[src/rtl/seg7_scan_decoder_if.sv]
// Multiplexed 4-digit common-anode 7-segment bus (all lines active-low).
// master = segment controller, slave = readback decoder.
interface seg7_scan_decoder_if;
  logic Ca, Cb, Cc, Cd, Ce, Cf, Cg;
  logic DP;
  logic AN0, AN1, AN2, AN3;

  modport master (output Ca, Cb, Cc, Cd, Ce, Cf, Cg, DP, AN0, AN1, AN2, AN3);
  modport slave  (input  Ca, Cb, Cc, Cd, Ce, Cf, Cg, DP, AN0, AN1, AN2, AN3);
endinterface

[src/rtl/seg7_scan_decoder.sv]
// Recovers hex digits from a scanned 7-segment bus with settle filtering and error flags.
// Define SEG_DECODE_STATS_EN to add the frame_count and bad_count statistics outputs.
module seg7_scan_decoder #(
  parameter int unsigned SETTLE_CYCLES  = 4,
  parameter int unsigned TIMEOUT_CYCLES = 65536
) (
  input  logic                System_Clock,
  input  logic                Reset,
  seg7_scan_decoder_if.slave  bus,
  output logic [3:0]          digit0,
  output logic [3:0]          digit1,
  output logic [3:0]          digit2,
  output logic [3:0]          digit3,
  output logic [3:0]          dp_out,
  output logic [3:0]          digit_valid,
  output logic                frame_done,
  output logic                bad_pattern,
  output logic                multi_an_err,
  output logic                stalled
`ifdef SEG_DECODE_STATS_EN
  ,
  output logic [15:0]         frame_count,
  output logic [7:0]          bad_count
`endif
);

  localparam int unsigned SW = $clog2(SETTLE_CYCLES + 1);
  localparam int unsigned TW = $clog2(TIMEOUT_CYCLES + 1);
  localparam logic [SW-1:0] SettleMax = SW'(SETTLE_CYCLES);
  localparam logic [TW-1:0] TmoMax    = TW'(TIMEOUT_CYCLES);

  typedef enum logic [1:0] {StIdle, StSettle, StCaptured} state_e;

  state_e state_q, state_d;
  logic [SW-1:0] cnt_q, cnt_d;
  logic [TW-1:0] tmo_q, tmo_d;

  // {AN3..AN0, Ca..Cg, DP}
  logic [11:0] bus_q, bus_prev_q;
  logic [3:0]  an_low;
  logic [6:0]  seg;
  logic        one_an, multi_an, changed, capture;
  logic [1:0]  an_idx;
  logic        glyph_ok;
  logic [3:0]  glyph_val;

  logic [3:0] digit_q [4];
  logic [3:0] digit_d [4];
  logic [3:0] dp_q, dp_d, valid_q, valid_d, seen_q, seen_d;
  logic       bad_q, bad_d, multi_q, multi_d, stalled_q, stalled_d;

  function automatic logic [4:0] decode_glyph(input logic [6:0] s);
    logic [4:0] r;
    case (s)
      7'b0000001: r = {1'b1, 4'h0};
      7'b1001111: r = {1'b1, 4'h1};
      7'b0010010: r = {1'b1, 4'h2};
      7'b0000110: r = {1'b1, 4'h3};
      7'b1001100: r = {1'b1, 4'h4};
      7'b0100100: r = {1'b1, 4'h5};
      7'b0100000: r = {1'b1, 4'h6};
      7'b0001111: r = {1'b1, 4'h7};
      7'b0000000: r = {1'b1, 4'h8};
      7'b0000100: r = {1'b1, 4'h9};
      7'b0001000: r = {1'b1, 4'hA};
      7'b1100000: r = {1'b1, 4'hB};
      7'b0110001: r = {1'b1, 4'hC};
      7'b1000010: r = {1'b1, 4'hD};
      7'b0110000: r = {1'b1, 4'hE};
      7'b0111000: r = {1'b1, 4'hF};
      default:    r = {1'b0, 4'h0};
    endcase
    return r;
  endfunction

  assign an_low   = ~bus_q[11:8];
  assign seg      = bus_q[7:1];
  assign one_an   = $onehot(an_low);
  assign multi_an = (an_low != 4'h0) && !one_an;
  assign changed  = (bus_q != bus_prev_q);
  assign {glyph_ok, glyph_val} = decode_glyph(seg);

  always_comb begin
    an_idx = 2'd0;
    unique case (an_low)
      4'b0010: an_idx = 2'd1;
      4'b0100: an_idx = 2'd2;
      4'b1000: an_idx = 2'd3;
      default: an_idx = 2'd0;
    endcase
  end

  // State register; the bus register resets to idle levels (all lines high).
  always_ff @(posedge System_Clock) begin
    if (Reset) begin
      state_q    <= StIdle;
      cnt_q      <= '0;
      bus_q      <= '1;
      bus_prev_q <= '1;
    end else begin
      state_q    <= state_d;
      cnt_q      <= cnt_d;
      bus_q      <= {bus.AN3, bus.AN2, bus.AN1, bus.AN0,
                     bus.Ca, bus.Cb, bus.Cc, bus.Cd, bus.Ce, bus.Cf, bus.Cg, bus.DP};
      bus_prev_q <= bus_q;
    end
  end

  // Next-state logic; a change always wins over a completing settle count.
  always_comb begin
    state_d = state_q;
    cnt_d   = cnt_q;
    unique case (state_q)
      StIdle: begin
        if (one_an) begin
          state_d = StSettle;
          cnt_d   = SW'(1);
        end
      end
      StSettle: begin
        if (changed) begin
          if (one_an) cnt_d = SW'(1);
          else        state_d = StIdle;
        end else if (cnt_q == SettleMax) begin
          state_d = StCaptured;
        end else begin
          cnt_d = cnt_q + 1'b1;
        end
      end
      StCaptured: begin
        if (changed) begin
          if (one_an) begin
            state_d = StSettle;
            cnt_d   = SW'(1);
          end else begin
            state_d = StIdle;
          end
        end
      end
      default: state_d = StIdle;
    endcase
  end

  // Output decode of FSM state.
  always_comb begin
    capture    = (state_q == StSettle) && !changed && (cnt_q == SettleMax);
    frame_done = (seen_q == 4'hF);
  end

  // Capture datapath; the seen clear on frame_done precedes a same-cycle capture.
  always_comb begin
    digit_d   = digit_q;
    dp_d      = dp_q;
    valid_d   = valid_q;
    bad_d     = bad_q;
    stalled_d = stalled_q;
    multi_d   = multi_q | multi_an;
    seen_d    = frame_done ? 4'h0 : seen_q;
    tmo_d     = (tmo_q == TmoMax) ? tmo_q : tmo_q + 1'b1;
    if (capture) begin
      tmo_d     = '0;
      stalled_d = 1'b0;
      if (glyph_ok) begin
        digit_d[an_idx] = glyph_val;
        dp_d[an_idx]    = ~bus_q[0];
        valid_d[an_idx] = 1'b1;
        seen_d[an_idx]  = 1'b1;
      end else begin
        valid_d[an_idx] = 1'b0;
        bad_d           = 1'b1;
      end
    end else if (tmo_d == TmoMax) begin
      stalled_d = 1'b1;
      valid_d   = 4'h0;
    end
  end

  always_ff @(posedge System_Clock) begin
    if (Reset) begin
      digit_q   <= '{default: '0};
      dp_q      <= '0;
      valid_q   <= '0;
      seen_q    <= '0;
      bad_q     <= 1'b0;
      multi_q   <= 1'b0;
      stalled_q <= 1'b0;
      tmo_q     <= '0;
    end else begin
      digit_q   <= digit_d;
      dp_q      <= dp_d;
      valid_q   <= valid_d;
      seen_q    <= seen_d;
      bad_q     <= bad_d;
      multi_q   <= multi_d;
      stalled_q <= stalled_d;
      tmo_q     <= tmo_d;
    end
  end

  assign digit0       = digit_q[0];
  assign digit1       = digit_q[1];
  assign digit2       = digit_q[2];
  assign digit3       = digit_q[3];
  assign dp_out       = dp_q;
  assign digit_valid  = valid_q;
  assign bad_pattern  = bad_q;
  assign multi_an_err = multi_q;
  assign stalled      = stalled_q;

`ifdef SEG_DECODE_STATS_EN
  logic [15:0] frame_cnt_q;
  logic [7:0]  bad_cnt_q;

  always_ff @(posedge System_Clock) begin
    if (Reset) begin
      frame_cnt_q <= '0;
      bad_cnt_q   <= '0;
    end else begin
      if (frame_done) frame_cnt_q <= frame_cnt_q + 1'b1;
      if (capture && !glyph_ok && (bad_cnt_q != 8'hFF)) bad_cnt_q <= bad_cnt_q + 1'b1;
    end
  end

  assign frame_count = frame_cnt_q;
  assign bad_count   = bad_cnt_q;
`endif

endmodule
[src/flat_wrapper.sv]
// flat-port wrapper written by rule: the top's interface ports become plain ports
module seg7_scan_decoder_flat 
#(
  parameter int unsigned SETTLE_CYCLES  = 4,
  parameter int unsigned TIMEOUT_CYCLES = 65536
)
  (System_Clock, Reset, digit0, digit1, digit2, digit3, dp_out, digit_valid, frame_done, bad_pattern, multi_an_err, stalled, bus_Ca, bus_Cb, bus_Cc, bus_Cd, bus_Ce, bus_Cf, bus_Cg, bus_DP, bus_AN0, bus_AN1, bus_AN2, bus_AN3);
  seg7_scan_decoder_if bus_i ();
  input  logic System_Clock;
  input  logic Reset;
  output logic [3:0] digit0;
  output logic [3:0] digit1;
  output logic [3:0] digit2;
  output logic [3:0] digit3;
  output logic [3:0] dp_out;
  output logic [3:0] digit_valid;
  output logic frame_done;
  output logic bad_pattern;
  output logic multi_an_err;
  output logic stalled;
  input wire logic [$bits(bus_i.Ca)-1:0] bus_Ca;
  input wire logic [$bits(bus_i.Cb)-1:0] bus_Cb;
  input wire logic [$bits(bus_i.Cc)-1:0] bus_Cc;
  input wire logic [$bits(bus_i.Cd)-1:0] bus_Cd;
  input wire logic [$bits(bus_i.Ce)-1:0] bus_Ce;
  input wire logic [$bits(bus_i.Cf)-1:0] bus_Cf;
  input wire logic [$bits(bus_i.Cg)-1:0] bus_Cg;
  input wire logic [$bits(bus_i.DP)-1:0] bus_DP;
  input wire logic [$bits(bus_i.AN0)-1:0] bus_AN0;
  input wire logic [$bits(bus_i.AN1)-1:0] bus_AN1;
  input wire logic [$bits(bus_i.AN2)-1:0] bus_AN2;
  input wire logic [$bits(bus_i.AN3)-1:0] bus_AN3;
  assign bus_i.Ca = bus_Ca;
  assign bus_i.Cb = bus_Cb;
  assign bus_i.Cc = bus_Cc;
  assign bus_i.Cd = bus_Cd;
  assign bus_i.Ce = bus_Ce;
  assign bus_i.Cf = bus_Cf;
  assign bus_i.Cg = bus_Cg;
  assign bus_i.DP = bus_DP;
  assign bus_i.AN0 = bus_AN0;
  assign bus_i.AN1 = bus_AN1;
  assign bus_i.AN2 = bus_AN2;
  assign bus_i.AN3 = bus_AN3;
  seg7_scan_decoder #(.SETTLE_CYCLES(SETTLE_CYCLES), .TIMEOUT_CYCLES(TIMEOUT_CYCLES)) u_core (.System_Clock(System_Clock), .Reset(Reset), .bus(bus_i), .digit0(digit0), .digit1(digit1), .digit2(digit2), .digit3(digit3), .dp_out(dp_out), .digit_valid(digit_valid), .frame_done(frame_done), .bad_pattern(bad_pattern), .multi_an_err(multi_an_err), .stalled(stalled));
endmodule
[config.mk]
export PLATFORM = sky130hd
export DESIGN_NAME = seg7_scan_decoder_flat
export DESIGN_NICKNAME = d
export VERILOG_FILES = /design/src/rtl/seg7_scan_decoder_if.sv /design/src/rtl/seg7_scan_decoder.sv /design/src/flat_wrapper.sv
export SDC_FILE = /design/constraint.sdc
export NUM_CORES = 1
export LEC_CHECK = 0
export BUFFER_PORTS_ARGS = -buffer_cell sky130_fd_sc_hd__buf_2
export CAP_MARGIN = 40
export CORE_MARGIN = 2
export CORE_UTILIZATION = 53
export DETAILED_ROUTE_END_ITERATION = 7
export PLACE_DENSITY = 0.85
export SYNTH_ARGS = -nofsm -noshare
export SYNTH_HDL_FRONTEND = slang
export SYNTH_SLANG_ARGS = --single-unit
[constraint.sdc]
create_clock -name System_Clock -period 1.95 [get_ports System_Clock]
set_input_delay 0.195 -clock System_Clock [delete_from_list [all_inputs] [get_ports System_Clock]]
set_output_delay 0.195 -clock System_Clock [all_outputs]
set_load 0.005 [all_outputs]
Word level (Yosys, flattened, before mapping) --
Index checks and enable logic that the tools add are counted.
Storage, ports and cells: word-level logic and storage cells 108, flip-flop bits (word level) 77, output and inout bits 28
Operators by class: equal/unequal tests 31, bitwise logic cells 9, order comparisons 4, reduce and logical (&&, ||, !) cells 17, muxes and demuxes 27, $add $sub $neg 5
Operators by type and width (number):
- one-hot mux 5 bit (16 select lines) | 1
- equality test 7 x 6 -> 1 bit (second input constant) | 5
- equality test 17 bit (second input constant) | 2
- equality test 7 bit (second input constant) | 4
- 2-to-1 mux 4 bit | 7
- adder 17 x 1 -> 17 bit (second input constant) | 1
- 2-to-1 mux 17 bit | 1
- bitwise mux 16 bit | 1
- equality test 7 x 3 -> 1 bit (second input constant) | 2
- equality test 7 x 4 -> 1 bit (second input constant) | 2
- 2-to-1 mux 3 bit | 4
- inequality test 12 bit | 1
- one-hot mux 2 bit (3 select lines) | 2
- 2-to-1 mux 2 bit | 5
- one-hot mux 3 bit (3 select lines) | 1
- demux 4 bit (select 2 bit) | 1
- equality test 4 bit (second input constant) | 2
- NOT 4 bit | 2
- bitwise OR 4 bit | 2
- equality test 7 x 1 -> 1 bit (second input constant) | 1
- equality test 7 x 5 -> 1 bit (second input constant) | 1
- zero test 7 bit | 1
- logical AND 1 bit | 5
- adder 1 x 1 -> 2 bit | 2
- 32 further kinds | 37

Logic depth before layout (Yosys ltp) --
Gate-level depths: netlist of the first run.
word-level depth 11, gate-level depth with buffers 9, mapped depth without buffers 9

Worst setup path before layout of the first run --
No wires, ideal clock.
kind flip-flop to flip-flop, from register u_core.tmo_q[0], to register u_core.stalled_q (netlist: u_core.stalled), library setup time 70 ps, stages on the path, launching flop included 9, data required time 1880 ps, clock period less this slack 2050 ps, path buffers 1, slack -100 ps, arrival time 1980 ps, path through dfxtp_1 -> ha_1 -> and4_1 -> buf_2 -> nand4_1 -> xor2_1 -> o2111ai_1 -> or3_1 -> a21oi_1
On the way: cells in the longest elaborated chain, start to end 3, elaborated cells between the ends (all ways) 4, classes of those cells add/sub (1); eq/ne (2); mux (1)
RTL lines:
- start, declared | line seg7_scan_decoder.sv:36 | logic [TW-1:0] tmo_q, tmo_d;
- start signal, assigned | line seg7_scan_decoder.sv:196 | tmo_q <= tmo_d;
- adder 17 x 1 -> 17 bit / equality test 17 bit (equally long branches) | line seg7_scan_decoder.sv:159 | tmo_d = (tmo_q == TmoMax) ? tmo_q : tmo_q + 1'b1;
- 2-to-1 mux 17 bit (*) | line seg7_scan_decoder.sv:159
- equality test 17 bit (*) | line seg7_scan_decoder.sv:172 | end else if (tmo_d == TmoMax) begin
- end signal, assigned | line seg7_scan_decoder.sv:195 | stalled_q <= stalled_d;
- end, declared | line seg7_scan_decoder.sv:50 | logic bad_q, bad_d, multi_q, multi_d, stalled_q, stalled_d;
Every way passes the cells marked *; elsewhere a longest branch is shown, timed or not. A chain may end at the register's enable or synchronous reset.

Worst setup path after layout of the first run --
from register u_core.bus_q[7], to register u_core.digit_q, in the netlist u_core.digit2[0]
On the way: cells in the longest elaborated chain, start to end 5, elaborated cells between the ends (all ways) 23, classes of those cells eq/ne (16); mux (2); reduce/logical (5)
RTL lines:
- start, declared | line seg7_scan_decoder.sv:39 | logic [11:0] bus_q, bus_prev_q;
- start signal, assigned | line seg7_scan_decoder.sv:103 | bus_q <= {bus.AN3, bus.AN2, bus.AN1, bus.AN0,
- branches (longest 5 deep; another with one-hot mux 5 bit (16 select lines))
- end signal, assigned | line seg7_scan_decoder.sv:189 | digit_q <= digit_d;
- end, declared | line seg7_scan_decoder.sv:47 | logic [3:0] digit_q [4];
Several ways; the timed one is not identified.

==> flow_summary.rst, run 1 <==
.. list-table::
   :header-rows: 1

   * - Metric
     - Value
   * - Run status
     - complete, but fails checks
   * - Violations in the final reports
     - negative setup slack
   * - Via density
     - 5.95
   * - Slowest-stage cell, CP
     - or4_4
   * - Synth Warn #
     - 0
   * - Area of the core region
     - 7290 sq um
   * - Top reg by flops
     - u_core.tmo_q
   * - I/O pin count
     - 42
   * - Placer's final routability congestion estimate
     - 0.887
   * - Critical path class
     - reg2reg
   * - # port buffers
     - 41
   * - Synth-to-Final Area Change
     - 35.6%
   * - Overall fraction of global-route tracks in use
     - 25.8%
   * - Total Power
     - 3.38 mW
   * - Cells after Synth
     - 437
   * - Slew of the pin with the lowest slew margin
     - 0.549 ns
   * - Hold Crit Class
     - in2reg
   * - Fraction of final layout cells sized beyond drive strength 1
     - 44.8%
   * - Critical path endpoint category
     - flip-flop
   * - Post-synthesis cell area
     - 4000 sq um
   * - Standby leakage power
     - 2.27 nW
   * - Part of the Yosys area used for sequential elements
     - 38.5%
   * - Number of setup violations in the final report
     - 31
   * - Total Die Area
     - 8260 sq um
   * - Sum of net half-perimeters after detailed placement
     - 6970 um
   * - Final period util
     - 111%
   * - Number of standard-cell rows in the floorplan
     - 31
   * - Net count after synthesis
     - 464
   * - Final wirelength
     - 12400 um
   * - Hold path cells
     - 2
   * - Number of maximum-capacitance violations
     - 0
   * - Effective utilization at floorplan
     - 54.9%
   * - Sequence of cells on the critical path
     - or3b_4 -> or4_4 -> nand3_4 -> or3_4 -> and3_4 -> mux2i_1
   * - Final WS setup
     - -0.207 ns
   * - Number of register bits inferred by synthesis
     - 77
   * - H-tree lvl count
     - 3
   * - Setup TNS
     - -3.08 ns
   * - Highest attainable clock frequency
     - 464 MHz
   * - Chip Height
     - 90.9 um
   * - Slew margin rel.
     - 63.0%
   * - Post-CTS Hold Buffers
     - 0
   * - DRT met1 WL
     - 4610 um
   * - Worst path max stage delay
     - 0.45 ns
   * - Highest net fanout along the worst path
     - 8
   * - ANT nets after route
     - 0
   * - Met2 WL
     - 6140 um
   * - Max Buffers Root-to-Sink
     - 2
   * - Number of nets in the layout
     - 575
   * - RSZ-0062 raised after global routing
     - true
   * - First-pass detailed-route iteration total
     - 5
   * - Wire length of the first global-routing pass
     - 17200 um
   * - Required time at the worst-slack endpoint
     - 2.23 ns
   * - Vias
     - 3878
   * - Count of final max-slew check failures
     - 0
   * - TritonCTS clock tree
     - yes
   * - Layout Skew
     - 0.0213 ns
   * - Initial antenna violation count
     - 0
   * - Clock sink count
     - 77
   * - Remaining routing DRC violations
     - 0
   * - Worst slack on hold paths
     - 0.00744 ns
   * - Number of hold-slack violations in the final timing report
     - 0
   * - Top metal layer carrying routed signals
     - met4
   * - Worst EP arrival
     - 2.43 ns
   * - Number of unique standard cell types used by synthesis
     - 67
   * - Diodes inserted
     - 0
   * - Average wire per cell in the routed design
     - 18.9 um
   * - Number of placed instances, taps included
     - 614
   * - DR WL met3
     - 878 um
   * - Post-placement setup slack
     - -0.199 ns
   * - 1st-iter DRT viols
     - 244
   * - Number of global-route vias before repair
     - 3664
   * - Registers with the most flip-flops
     - u_core.tmo_q (17), u_core.bus_prev_q (12), u_core.bus_q (12)
   * - Die width
     - 90.9 um
   * - Flip-flop count of the largest register after layout
     - 17
   * - Syn avg cell area
     - 9.16 sq um
   * - Gr ovfl total
     - 0
   * - EDFF count, synth
     - 0
   * - Cell depth of the worst flop-to-flop path
     - 6
   * - Clk slew on worst S/H paths
     - 0.09 ns
   * - Minimum clock period after layout
     - 2.16 ns
   * - Worst skew pair latency
     - 0.37 ns
   * - Critical path launch point type
     - flip-flop
   * - Layout Cells excl Fill
     - 652
   * - Proportion of synthesized flip-flops having asynchronous set or reset
     - 0%
   * - Total clock buffers created by CTS
     - 9
   * - Worst voltage drop across the vdd grid
     - 0.446 mV
   * - Pin count of the biggest net entering global routing
     - 24
   * - Areal power density over the cells
     - 623 nW/um^2
   * - Buffer type at the clock tree root
     - clkbuf_8
   * - Synth Flop Type
     - dfxtp_1
==> critical path: cells and delay by family, from the launching register on <==
kind          cells  cell delay, ns
mux               1            0.25
simple gates      5            1.42
flops             1            0.39
==> logic make-up after synthesis <==
family          after synthesis  share of synthesized area (%)
simple gates                187                           28.1
flops                        77                           38.5
fa+ha+maj                    14                           4.53
compound gates               59                           10.5
mux                          18                           4.50
xor+xnor                     34                           7.44
buf+inv                      48                           6.38
==> final cells by class <==
class	count	area (sq um)
Multi-Input combinational cell	312	2510
Fill cell	453	1860
Sequential cell	77	1580
Timing Repair Buffer	128	931
Clock buffer	9	124
Tap cell	99	124
Clock inverter	7	80.1
Inverter	20	75.1
==> metrics by stage <==
step	util (%)	area (sq um)
final	74.4	5430
after global routing	74.4	5430
after detailed placement	64.2	4680
after CTS	70.6	5140
after floorplan	-	4020
after global placement	64.2	4680
==> final timing paths <==
check | end | startpoint | slack, ns
setup / recovery | u_core.digit2[0]$_SDFFE_PP0P_ | u_core.bus_q[7]$_SDFF_PP1_ | -0.21
hold / removal | u_core.bus_q[4]$_SDFF_PP1_ | bus_Cd | 0.007
setup reg to reg | u_core.digit2[0]$_SDFFE_PP0P_ | u_core.bus_q[7]$_SDFF_PP1_ | -0.21
hold reg to reg | u_core.stalled$_SDFFE_PP0N_ | u_core.stalled$_SDFFE_PP0N_ | 0.46
==> routing by layer <==
metal,GRT usage (%),up-vias
li1,-,1743
met1,29.9,1823
met2,45.3,237
met3,5.68,75
met4,12.0,0
met5,0,-
==> synthesized netlist by cell type (all sizes together) (4+ instances only) <==
master  instances  area, sq um
a211o           4         35.0
a21oi          18         90.1
a31o            4         35.0
and3            8         55.1
and4            5         45.0
buf            15          119
clkbuf         11         41.3
dfxtp          77         1540
ha             12          150
inv            20         75.1
mux2i          18          180
nand2          49          184
nand2b          5         33.8
nand3          13          115
nand4          11         75.1
nor2           26         97.6
nor3           12         76.3
nor3b           6         50.1
nor4           10         87.6
nor4bb          4         40.0
o21ai          10         50.1
or2            21          131
or3             4         31.3
xnor2          15          131
xor2           19          166
==> where the power goes <==
group	leakage (nW)	switching (mW)	internal (mW)
clock	0.0968	0.674	0.607
sequential	0.631	0.0463	1.61
combinational	1.54	0.234	0.210
total	2.27	0.953	2.43
==> layout by cell type, fill, tap and decap left out, drive strengths merged, types with 2 or more instances in the layout <==
master	Yosys	layout
a211o	4	4
a21oi	18	18
a221oi	2	2
a222oi	2	2
a31o	4	4
a31oi	2	2
and2	2	2
and3	8	8
and4	5	5
buf	15	128
clkbuf	11	9
clkinvlp	0	2
dfxtp	77	77
ha	12	12
inv	20	23
mux2i	18	18
nand2	49	49
nand2b	5	5
nand3	13	13
nand3b	2	2
nand4	11	11
nor2	26	26
nor2b	3	3
nor3	12	12
nor3b	6	6
nor4	10	10
nor4b	2	2
nor4bb	4	4
o211a	3	3
o211ai	2	2
o21a	3	3
o21ai	10	10
or2	21	21
or3	4	4
or4	2	2
xnor2	15	15
xor2	19	19
==> repair_timing <==
action / CTS / global route
setup endpoints to repair: 49 / 35
resized for setup: 42 / 33
setup buffers: 10 / 12
pin swaps: 16 / 20
No activity file was read; power rests on OpenSTA's default activity.
==> run 2: changes to the inputs <==
CORE_UTILIZATION = 25   (was 53)
PLACE_DENSITY = 0.51   (was 0.85)
==> flow_summary.rst, run 2 (same netlist as run 1, synthesis figures left out) <==
.. list-table::
   :header-rows: 1

   * - Metric
     - Value
   * - ANT nets after route
     - 0
   * - Die width
     - 131 um
   * - Number of nets in the layout
     - 587
   * - Average wire per cell in the routed design
     - 13.2 um
   * - Number of placed instances, taps included
     - 750
   * - Setup slack, reg-to-reg
     - -0.07 ns
   * - First-pass detailed-route iteration total
     - 4
   * - Registers with the most flip-flops
     - u_core.tmo_q (17), u_core.bus_prev_q (12), u_core.bus_q (12)
   * - RSZ-0062 raised after global routing
     - true
   * - Buffer type at the clock tree root
     - clkbuf_16
   * - Critical path class
     - reg2reg
   * - Diodes inserted
     - 0
   * - 1st-iter DRT viols
     - 139
   * - H-tree lvl count
     - 3
   * - Violations in the final reports
     - negative setup slack
   * - Vias
     - 3472
   * - Total Die Area
     - 17000 sq um
   * - Remaining routing DRC violations
     - 0
   * - Worst skew pair latency
     - 0.34 ns
   * - Layout Cells excl Fill
     - 781
   * - Worst path max stage delay
     - 0.45 ns
   * - Setup TNS
     - -0.496 ns
   * - # port buffers
     - 41
   * - Count of final max-slew check failures
     - 0
   * - Fraction of final layout cells sized beyond drive strength 1
     - 45.1%
   * - Final wirelength
     - 10300 um
   * - Area of the core region
     - 15800 sq um
   * - Placer's final routability congestion estimate
     - 0.837
   * - Max Buffers Root-to-Sink
     - 2
   * - Total clock buffers created by CTS
     - 9
   * - Synth-to-Final Area Change
     - 42.0%
   * - Worst voltage drop across the vdd grid
     - 0.401 mV
   * - Portion of total power attributed to combinational logic
     - 11.4%
   * - Final period util
     - 104%
   * - Pin count of the biggest net entering global routing
     - 19
   * - Number of hold-slack violations in the final timing report
     - 0
   * - Number of global-route vias before repair
     - 3463
   * - Leading cell types in the layout, fill and taps excluded
     - buf_4, dfxtp_1, nand2_1
   * - Post-placement setup slack
     - -0.202 ns
   * - Overall fraction of global-route tracks in use
     - 12.5%
   * - Reported net switching power
     - 0.886 mW
   * - Critical path launch point type
     - flip-flop
   * - Chip Height
     - 131 um
   * - Sum of net half-perimeters after detailed placement
     - 7550 um
   * - Area of all placed cells without fillers
     - 5680 sq um
   * - Top reg by flops
     - u_core.tmo_q
   * - Effective utilization at floorplan
     - 25.4%
   * - Total internal power
     - 2.75 mW
   * - Total Power
     - 3.64 mW
   * - Number of maximum-capacitance violations
     - 0
   * - Number of standard-cell rows in the floorplan
     - 46
   * - Part of the total power dissipated in sequential elements
     - 45.4%
   * - Gr ovfl total
     - 0
   * - Slew of the pin with the lowest slew margin
     - 0.566 ns
   * - Highest net fanout along the worst path
     - 8
   * - Standby leakage power
     - 2.39 nW
   * - Wire length of the first global-routing pass
     - 16800 um
   * - Sequence of cells on the critical path
     - buf_6 -> nor3_1 -> o31ai_4 -> nand3_4 -> o311a_2 -> a222oi_1 -> nand2_1
   * - Critical path endpoint category
     - flip-flop
   * - Post-CTS Hold Buffers
     - 0
   * - Initial antenna violation count
     - 0
   * - Count of buffer and inverter cells on the critical path
     - 1
   * - Number of setup violations in the final report
     - 11
   * - Highest attainable clock frequency
     - 495 MHz
   * - Slowest-stage cell, CP
     - o311a_2
   * - Switching share of total power
     - 24.3%
   * - Commonest non-fill, non-tap cell in the layout
     - buf_4
   * - Worst slack on hold paths
     - 0.0318 ns
   * - Minimum clock period after layout
     - 2.02 ns
   * - Clock network fraction of total power
     - 43.2%
   * - Required time at the worst-slack endpoint
     - 2.17 ns
   * - Worst EP arrival
     - 2.25 ns
   * - Flip-flop count of the largest register after layout
     - 17
   * - Via density
     - 4.45
   * - TritonCTS clock tree
     - yes
   * - Final core occ
     - 36.0%
   * - Placed inst area
     - 4970 sq um
   * - Hold Crit Class
     - in2reg
   * - I/O pin count
     - 42
   * - Layout Skew
     - 0.00762 ns
   * - Clk slew on worst S/H paths
     - 0.06 ns
   * - Run status
     - complete, but fails checks
   * - Areal power density over the cells
     - 640 nW/um^2
   * - Top Family by Delay on Critical Path
     - compound AO/OA/AOI/OAI gates
   * - Final WS setup
     - -0.0713 ns
   * - Clock sink count
     - 77
   * - Slew margin rel.
     - 61.9%
==> run 2: changes by cell type in the layout (fill, tap and decap cells not counted), moves of 3 or more <==
| cell | previous run | this run |
|---|---|---|
| nor4_2 | 4 | 7 |
| xor2_1 | 14 | 17 |
| clkbuf_8 | 9 | 2 |
| nor4_4 | 3 | 0 |
| buf_4 | 77 | 88 |
| inv_6 | 3 | 0 |
| clkbuf_16 | 0 | 9 |
==> run 2: area by class of cell <==
type	instances	area [sq um]
clock buffers	13	260
well taps	216	270
flip-flops and latches	77	1580
multi-input cells	313	2480
fillers	1633	10100
inverters	20	75.1
clock inverters	3	20.0
repair buffers	139	996
==> run 2: repair_timing <==
item | 4_1_cts | 5_1_grt
gates cloned | 1 | 0
buffers inserted | 10 | 4
resized for setup | 43 | 30
hold endpoints to repair | 0 | 0
pin swaps | 18 | 25
setup endpoints to repair | 43 | 34
==> run 2: power by group through the flow <==
| stage | logic [mW] | registers (mW) | clock network, mW |
|---|---|---|---|
| after floorplan | 0.211 | 1.67 | 0 |
| after global placement | 0.341 | 1.68 | 0 |
| after detailed placement | 0.346 | 1.68 | 0 |
| after CTS | 0.390 | 1.65 | 1.62 |
| after global routing | 0.457 | 1.66 | 1.69 |
| final | 0.414 | 1.65 | 1.57 |
==> run 2: layer usage <==
layer  track usage (%)  vias up  wire (um)
met5                 0        -          0
met4              5.51        0        229
li1                  -     1767          -
met1              16.0     1632       4850
met2              20.5       55       4900
met3              2.52       18        329
==> run 2: final timing paths <==
path                                                     from                            endpoint  cells past startpoint
worst min-delay path                                   bus_Cg          u_core.bus_q[1]$_SDFF_PP1_                      2
worst max register to register     u_core.bus_q[6]$_SDFF_PP1_  u_core.digit_valid[3]$_SDFFE_PP0P_                      7
worst max-delay path               u_core.bus_q[6]$_SDFF_PP1_  u_core.digit_valid[3]$_SDFFE_PP0P_                      7
worst min register to register  u_core.dp_out[0]$_SDFFE_PP0P_       u_core.dp_out[0]$_SDFFE_PP0P_                      2
